--- src/rtl/mux8_rr_scheduler.sv ---
// ----------------------------------------------------------------------------
// mux8_rr_scheduler
// Round-robin scheduler that grants one of eight 1-bit requesters for a burst
// of up to MAXBURST beats and muxes the granted requester's data downstream.
//
// Ports
//   clk    in   1  system clock, all state changes on the rising edge
//   reset  in   1  asynchronous, active-high reset
//   req    in   8  req[i]: requester i has data to send
//   d      in   8  d[i]: 1-bit data of requester i
//   ready  in   1  downstream accepts a beat this cycle
//   s      out  3  current mux select (registered)
//   gnt    out  8  one-hot grant, zero when no grant (registered)
//   y      out  1  muxed data beat (combinational)
//   valid  out  1  y holds a valid beat (combinational)
// ----------------------------------------------------------------------------
module mux8_rr_scheduler #(
    parameter int unsigned MAXBURST = 4
) (
    input  logic       clk,
    input  logic       reset,
    input  logic [7:0] req,
    input  logic [7:0] d,
    input  logic       ready,
    output logic [2:0] s,
    output logic [7:0] gnt,
    output logic       y,
    output logic       valid
);

    localparam int unsigned N_REQ = 8;
    localparam int unsigned SEL_W = 3;
    localparam int unsigned CNT_W = 5;
    localparam logic [CNT_W-1:0] CNT_LAST = CNT_W'(MAXBURST - 1);

    typedef enum logic {
        IDLE  = 1'b0,
        BURST = 1'b1
    } state_t;

    state_t             state_q, state_d;
    logic [SEL_W-1:0]   s_q, s_d;
    logic [N_REQ-1:0]   gnt_q, gnt_d;
    logic [SEL_W-1:0]   ptr_q, ptr_d;
    logic [CNT_W-1:0]   cnt_q, cnt_d;
    logic [SEL_W-1:0]   win_idx;
    logic [SEL_W-1:0]   scan_idx;

    // Beat output is combinational off the held select.
    assign valid = (state_q == BURST) && req[s_q];
    assign y     = valid && d[s_q];
    assign s     = s_q;
    assign gnt   = gnt_q;

    // Cyclic priority scan from ptr: walking backwards leaves the nearest
    // set request (smallest offset from ptr) as the final assignment.
    always_comb begin
        win_idx  = ptr_q;
        scan_idx = ptr_q;
        for (int k = N_REQ - 1; k >= 0; k--) begin
            scan_idx = SEL_W'(ptr_q + SEL_W'(k));
            if (req[scan_idx]) begin
                win_idx = scan_idx;
            end
        end
    end

    // State register.
    always_ff @(posedge clk or posedge reset) begin
        if (reset) begin
            state_q <= IDLE;
            s_q     <= '0;
            gnt_q   <= '0;
            ptr_q   <= '0;
            cnt_q   <= '0;
        end else begin
            state_q <= state_d;
            s_q     <= s_d;
            gnt_q   <= gnt_d;
            ptr_q   <= ptr_d;
            cnt_q   <= cnt_d;
        end
    end

    // Next-state logic.
    always_comb begin
        state_d = state_q;
        s_d     = s_q;
        gnt_d   = gnt_q;
        ptr_d   = ptr_q;
        cnt_d   = cnt_q;
        unique case (state_q)
            IDLE: begin
                gnt_d = '0;
                if (req != '0) begin
                    state_d = BURST;
                    s_d     = win_idx;
                    gnt_d   = N_REQ'(1) << win_idx;
                    cnt_d   = '0;
                end
            end
            BURST: begin
                // A dropped request or the last permitted transfer ends the
                // burst; s holds and the pointer moves past the winner.
                if (!req[s_q] || (ready && (cnt_q == CNT_LAST))) begin
                    state_d = IDLE;
                    gnt_d   = '0;
                    ptr_d   = SEL_W'(s_q + SEL_W'(1));
                end else if (ready) begin
                    cnt_d = CNT_W'(cnt_q + CNT_W'(1));
                end
            end
            default: begin
                state_d = IDLE;
            end
        endcase
    end

endmodule

--- config.mk ---
export PLATFORM = sky130hd
export DESIGN_NAME = mux8_rr_scheduler
export DESIGN_NICKNAME = d
export VERILOG_FILES = /design/src/rtl/mux8_rr_scheduler.sv
export SDC_FILE = /design/constraint.sdc
export NUM_CORES = 1
export LEC_CHECK = 0
export ABC_AREA = 0
export BUFFER_PORTS_ARGS = -buffer_cell sky130_fd_sc_hd__buf_2
export CORE_ASPECT_RATIO = 1.2
export CORE_MARGIN = 3
export CORE_UTILIZATION = 56
export DETAILED_ROUTE_END_ITERATION = 8
export PLACE_DENSITY_LB_ADDON = 0.25
export SLEW_MARGIN = 15
export SYNTH_ARGS = -nofsm -noshare
export SYNTH_HDL_FRONTEND = slang
export SYNTH_SLANG_ARGS = --single-unit
--- constraint.sdc ---
create_clock -name clk -period 3.55 [get_ports clk]
set_input_delay 0.71 -clock clk [delete_from_list [all_inputs] [get_ports clk]]
set_output_delay 0.71 -clock clk [all_outputs]
set_load 0.005 [all_outputs]
==> impl_metrics.tcl <==
set metrics [dict create \
    outcome "finished clean" \
    worst_path_max_delay_cell "mux4_2" \
    core_area_um2 3370 \
    drt-initial-drc-count 161 \
    ir_worst_vdd_mv 0.703 \
    grt_pass1_vias 1835 \
    synth.cell_area_um2 1990 \
    critPathTopFamily "multiplexers" \
    synth_enable_flop_cells 0 \
    rsz0062_at_grt "no" \
    crit_path_end_kind "flip-flop" \
    portBuffers 31 \
    vias_per_cell 6.80 \
    io_pins 32 \
    worstPathRequired_ns 3.69 \
    detail_route.drc_violations 0 \
    ys_warn_count 0 \
    dr.pass1.iters 5 \
    cp.arrival_ns 3.22 \
    p_leak_nw 0.966 \
    fin_crit_ns 3.08 \
    grt_max_degree 25 \
    avgSynthCellArea_um2 10.3 \
    cts_made_buffers 3 \
    synth_top_cells_by_count "dfrtp_1 (20), nand2_1 (18), mux4_2 (17), nor2_1 (16), mux2_2 (11)" \
    slowest_delay_ns 0.58 \
    cts_htree_levels 1 \
    max_freq_ghz 0.325 \
    tightest_slew_ns 0.728 \
    clkLatencyLatePin_ns 0.25 \
    ys_types 52 \
    finalNetCount 248 \
    cts_buffer_depth 2 \
    setup_tns_ns 0 \
    cts-root-buf "clkbuf_8" \
    critPathKind "reg2reg" \
    yosysTopAreaCellShare_pct 25.1 \
    gp_congestion 0.981 \
    maxSlewViolCount 0 \
    cts_setup_buffers 0 \
    die_x_um 60.5 \
    synth-seq-cells 20 \
    clock-sinks 20 \
    antenna_found_initial 0 \
    area_delta_synth_final_pct 12.2 \
    ys_async_sr_fraction_pct 100 \
    die_h_um 71.4 \
    hold_viol 0 \
    clk_pin_slew_ns 0.07 \
    fp.dieArea_um2 4320 \
    cap_violations 0 \
    grt_pass1_wl_um 8680 \
    synth_flop_cell "dfrtp_1" \
    fin_worst_skew_ns 0.00218 \
    grt.total_usage_pct 25.9 \
    cts.repair.resized 0 \
    ys_seq_area_share_pct 25.1 \
    dp_hpwl_um 3910 \
    cts_tree "yes" \
    overflow 0 \
    cp_max_fo 9 \
    ys_top_cells_by_area "dfrtp_1 (25%), mux4_2 (19%), mux2_2 (6.2%)" \
    fin_crit_sh_pct 86.8 \
    routedWlPerCell_um 19.7 \
    setup_viol_count_final 0 \
    drive_above_1_share_pct 33.9 \
    num_vias 1776 \
    relSlewSlack_pct 51.4 \
    yosysMostFrequentCell "dfrtp_1" \
    start_util_pct 59.2 \
    power_mw 2.48 \
    cp_cell_sequence "inv_1 -> ha_1 -> mux4_2 -> mux2_2 -> a21o_1 -> or3_1 -> and3_4 -> o41ai_1" \
    hold_buffers 0 \
    hold_path_class "reg2reg" \
    worstSetupStartpointType "flip-flop" \
    yosysTopAreaCell "dfrtp_1" \
    diodes 0 \
    cp_num_buf_inv 1 \
    rows 23 \
    p_per_area_nw_per_um2 1110 \
    wl_um 5150 \
    postRouteAntennaNets 0 \
    synth_cells 194 \
    syn-num-nets 217 \
]
placed cells by master, fill, tap and decap left out, types with 2 or more instances in the layout:
| master | synthesis | layout |
|---|---|---|
| a22o_1 | 3 | 3 |
| a221oi_1 | 2 | 2 |
| nand2b_1 | 3 | 3 |
| ha_1 | 4 | 4 |
| nand4b_1 | 2 | 2 |
| xor2_1 | 6 | 6 |
| nor2_1 | 16 | 16 |
| nand4_1 | 2 | 2 |
| and4_1 | 2 | 2 |
| inv_1 | 6 | 6 |
| clkbuf_8 | 0 | 3 |
| nand3_1 | 5 | 5 |
| o31ai_1 | 5 | 5 |
| o21a_1 | 2 | 2 |
| mux2_2 | 11 | 11 |
| o41ai_1 | 4 | 4 |
| a211oi_1 | 2 | 2 |
| and3_1 | 2 | 2 |
| nor3_1 | 3 | 3 |
| mux4_2 | 17 | 17 |
| o21ai_0 | 6 | 6 |
| buf_2 | 2 | 31 |
| mux2i_1 | 8 | 8 |
| nor2b_1 | 3 | 3 |
| a21oi_1 | 7 | 7 |
| dfrtp_1 | 20 | 20 |
| o211ai_1 | 2 | 2 |
| mux2_1 | 2 | 2 |
| nand2_1 | 18 | 18 |
| buf_4 | 0 | 4 |
worst paths after layout:
path	from	end	slack (ns)	cells after the start
hold reg to reg	gnt[6]$_DFFE_PP0P_	gnt[6]$_DFFE_PP0P_	0.47	2
min in group asynchronous	reset	cnt_q[0]$_DFFE_PP0P_	0.57	2
setup reg to reg	ptr_q[1]$_DFFE_PP0P_	gnt[1]$_DFFE_PP0P_	0.47	8
max in group asynchronous	reset	s[2]$_DFFE_PP0P_	2.53	2
setup / recovery	ptr_q[1]$_DFFE_PP0P_	gnt[1]$_DFFE_PP0P_	0.47	8
hold / removal	gnt[6]$_DFFE_PP0P_	gnt[6]$_DFFE_PP0P_	0.47	2
registers in the layout, summed over array words and instances, names as in the netlist:
name / flops
cnt_q: 5
gnt: 8
ptr_q: 3
s: 3
state_q: 1
metal layers:
metal | global-route usage, % | routed length (um)
met2 | 44.0 | 2770
met4 | 12.5 | 167
met3 | 2.52 | 296
met5 | 0 | 0
met1 | 32.3 | 1910
report_power, final:
part | internal, mW | total, mW | switching [mW]
Combinational | 0.844 | 1.86 | 1.02
Clock | 0.150 | 0.223 | 0.0723
Sequential | 0.298 | 0.400 | 0.103
Total | 1.29 | 2.48 | 1.19
logic make-up (layout without fill, tap and decap cells):
group                      after synthesis  count (layout)  synth area share [%]
buffers and inverters                   17              47                  4.45
AOI/OAI and AO/OA                       43              43                  16.5
DFF                                     20              20                  25.1
xor gates and xnor gates                 7               7                  3.07
and+or+nand+nor                         63              63                  16.4
adders and majority gates                4               4                  2.51
muxes                                   40              40                  32.0
metrics by stage:
| stage | instances | utilization [%] | hold slack (ns) | instance area [um^2] | setup WS (ns) |
|---|---|---|---|---|---|
| floorplan | 194 | - | 0.467 | 1990 | 0.270 |
| global placement | 257 | 64.4 | 0.455 | 2170 | 0.591 |
| detailed placement | 257 | 64.4 | 0.457 | 2170 | 0.480 |
| CTS | 261 | 66.5 | 0.478 | 2240 | 0.463 |
| global route | 261 | 66.5 | 0.498 | 2240 | 0.188 |
| finish | 261 | 66.5 | 0.473 | 2240 | 0.469 |
final cells by class:
cell class	count	area [um^2]
Timing Repair Buffer	35	185
Multi-Input combinational cell	157	1410
Clock buffer	3	41.3
Inverter	8	30.0
Clock inverter	1	30.0
Fill cell	285	1130
Sequential cell	20	500
Tap cell	37	46.3
worst register-to-register path, stage by stage, from the launching register on:
cell	delay (ns)
dfrtp_1	0.36
inv_1	0.12
ha_1	0.53
mux4_2	0.58
mux2_2	0.30
a21o_1	0.17
or3_1	0.37
and3_4	0.20
o41ai_1	0.35
Power figures use the tool's default switching activity.
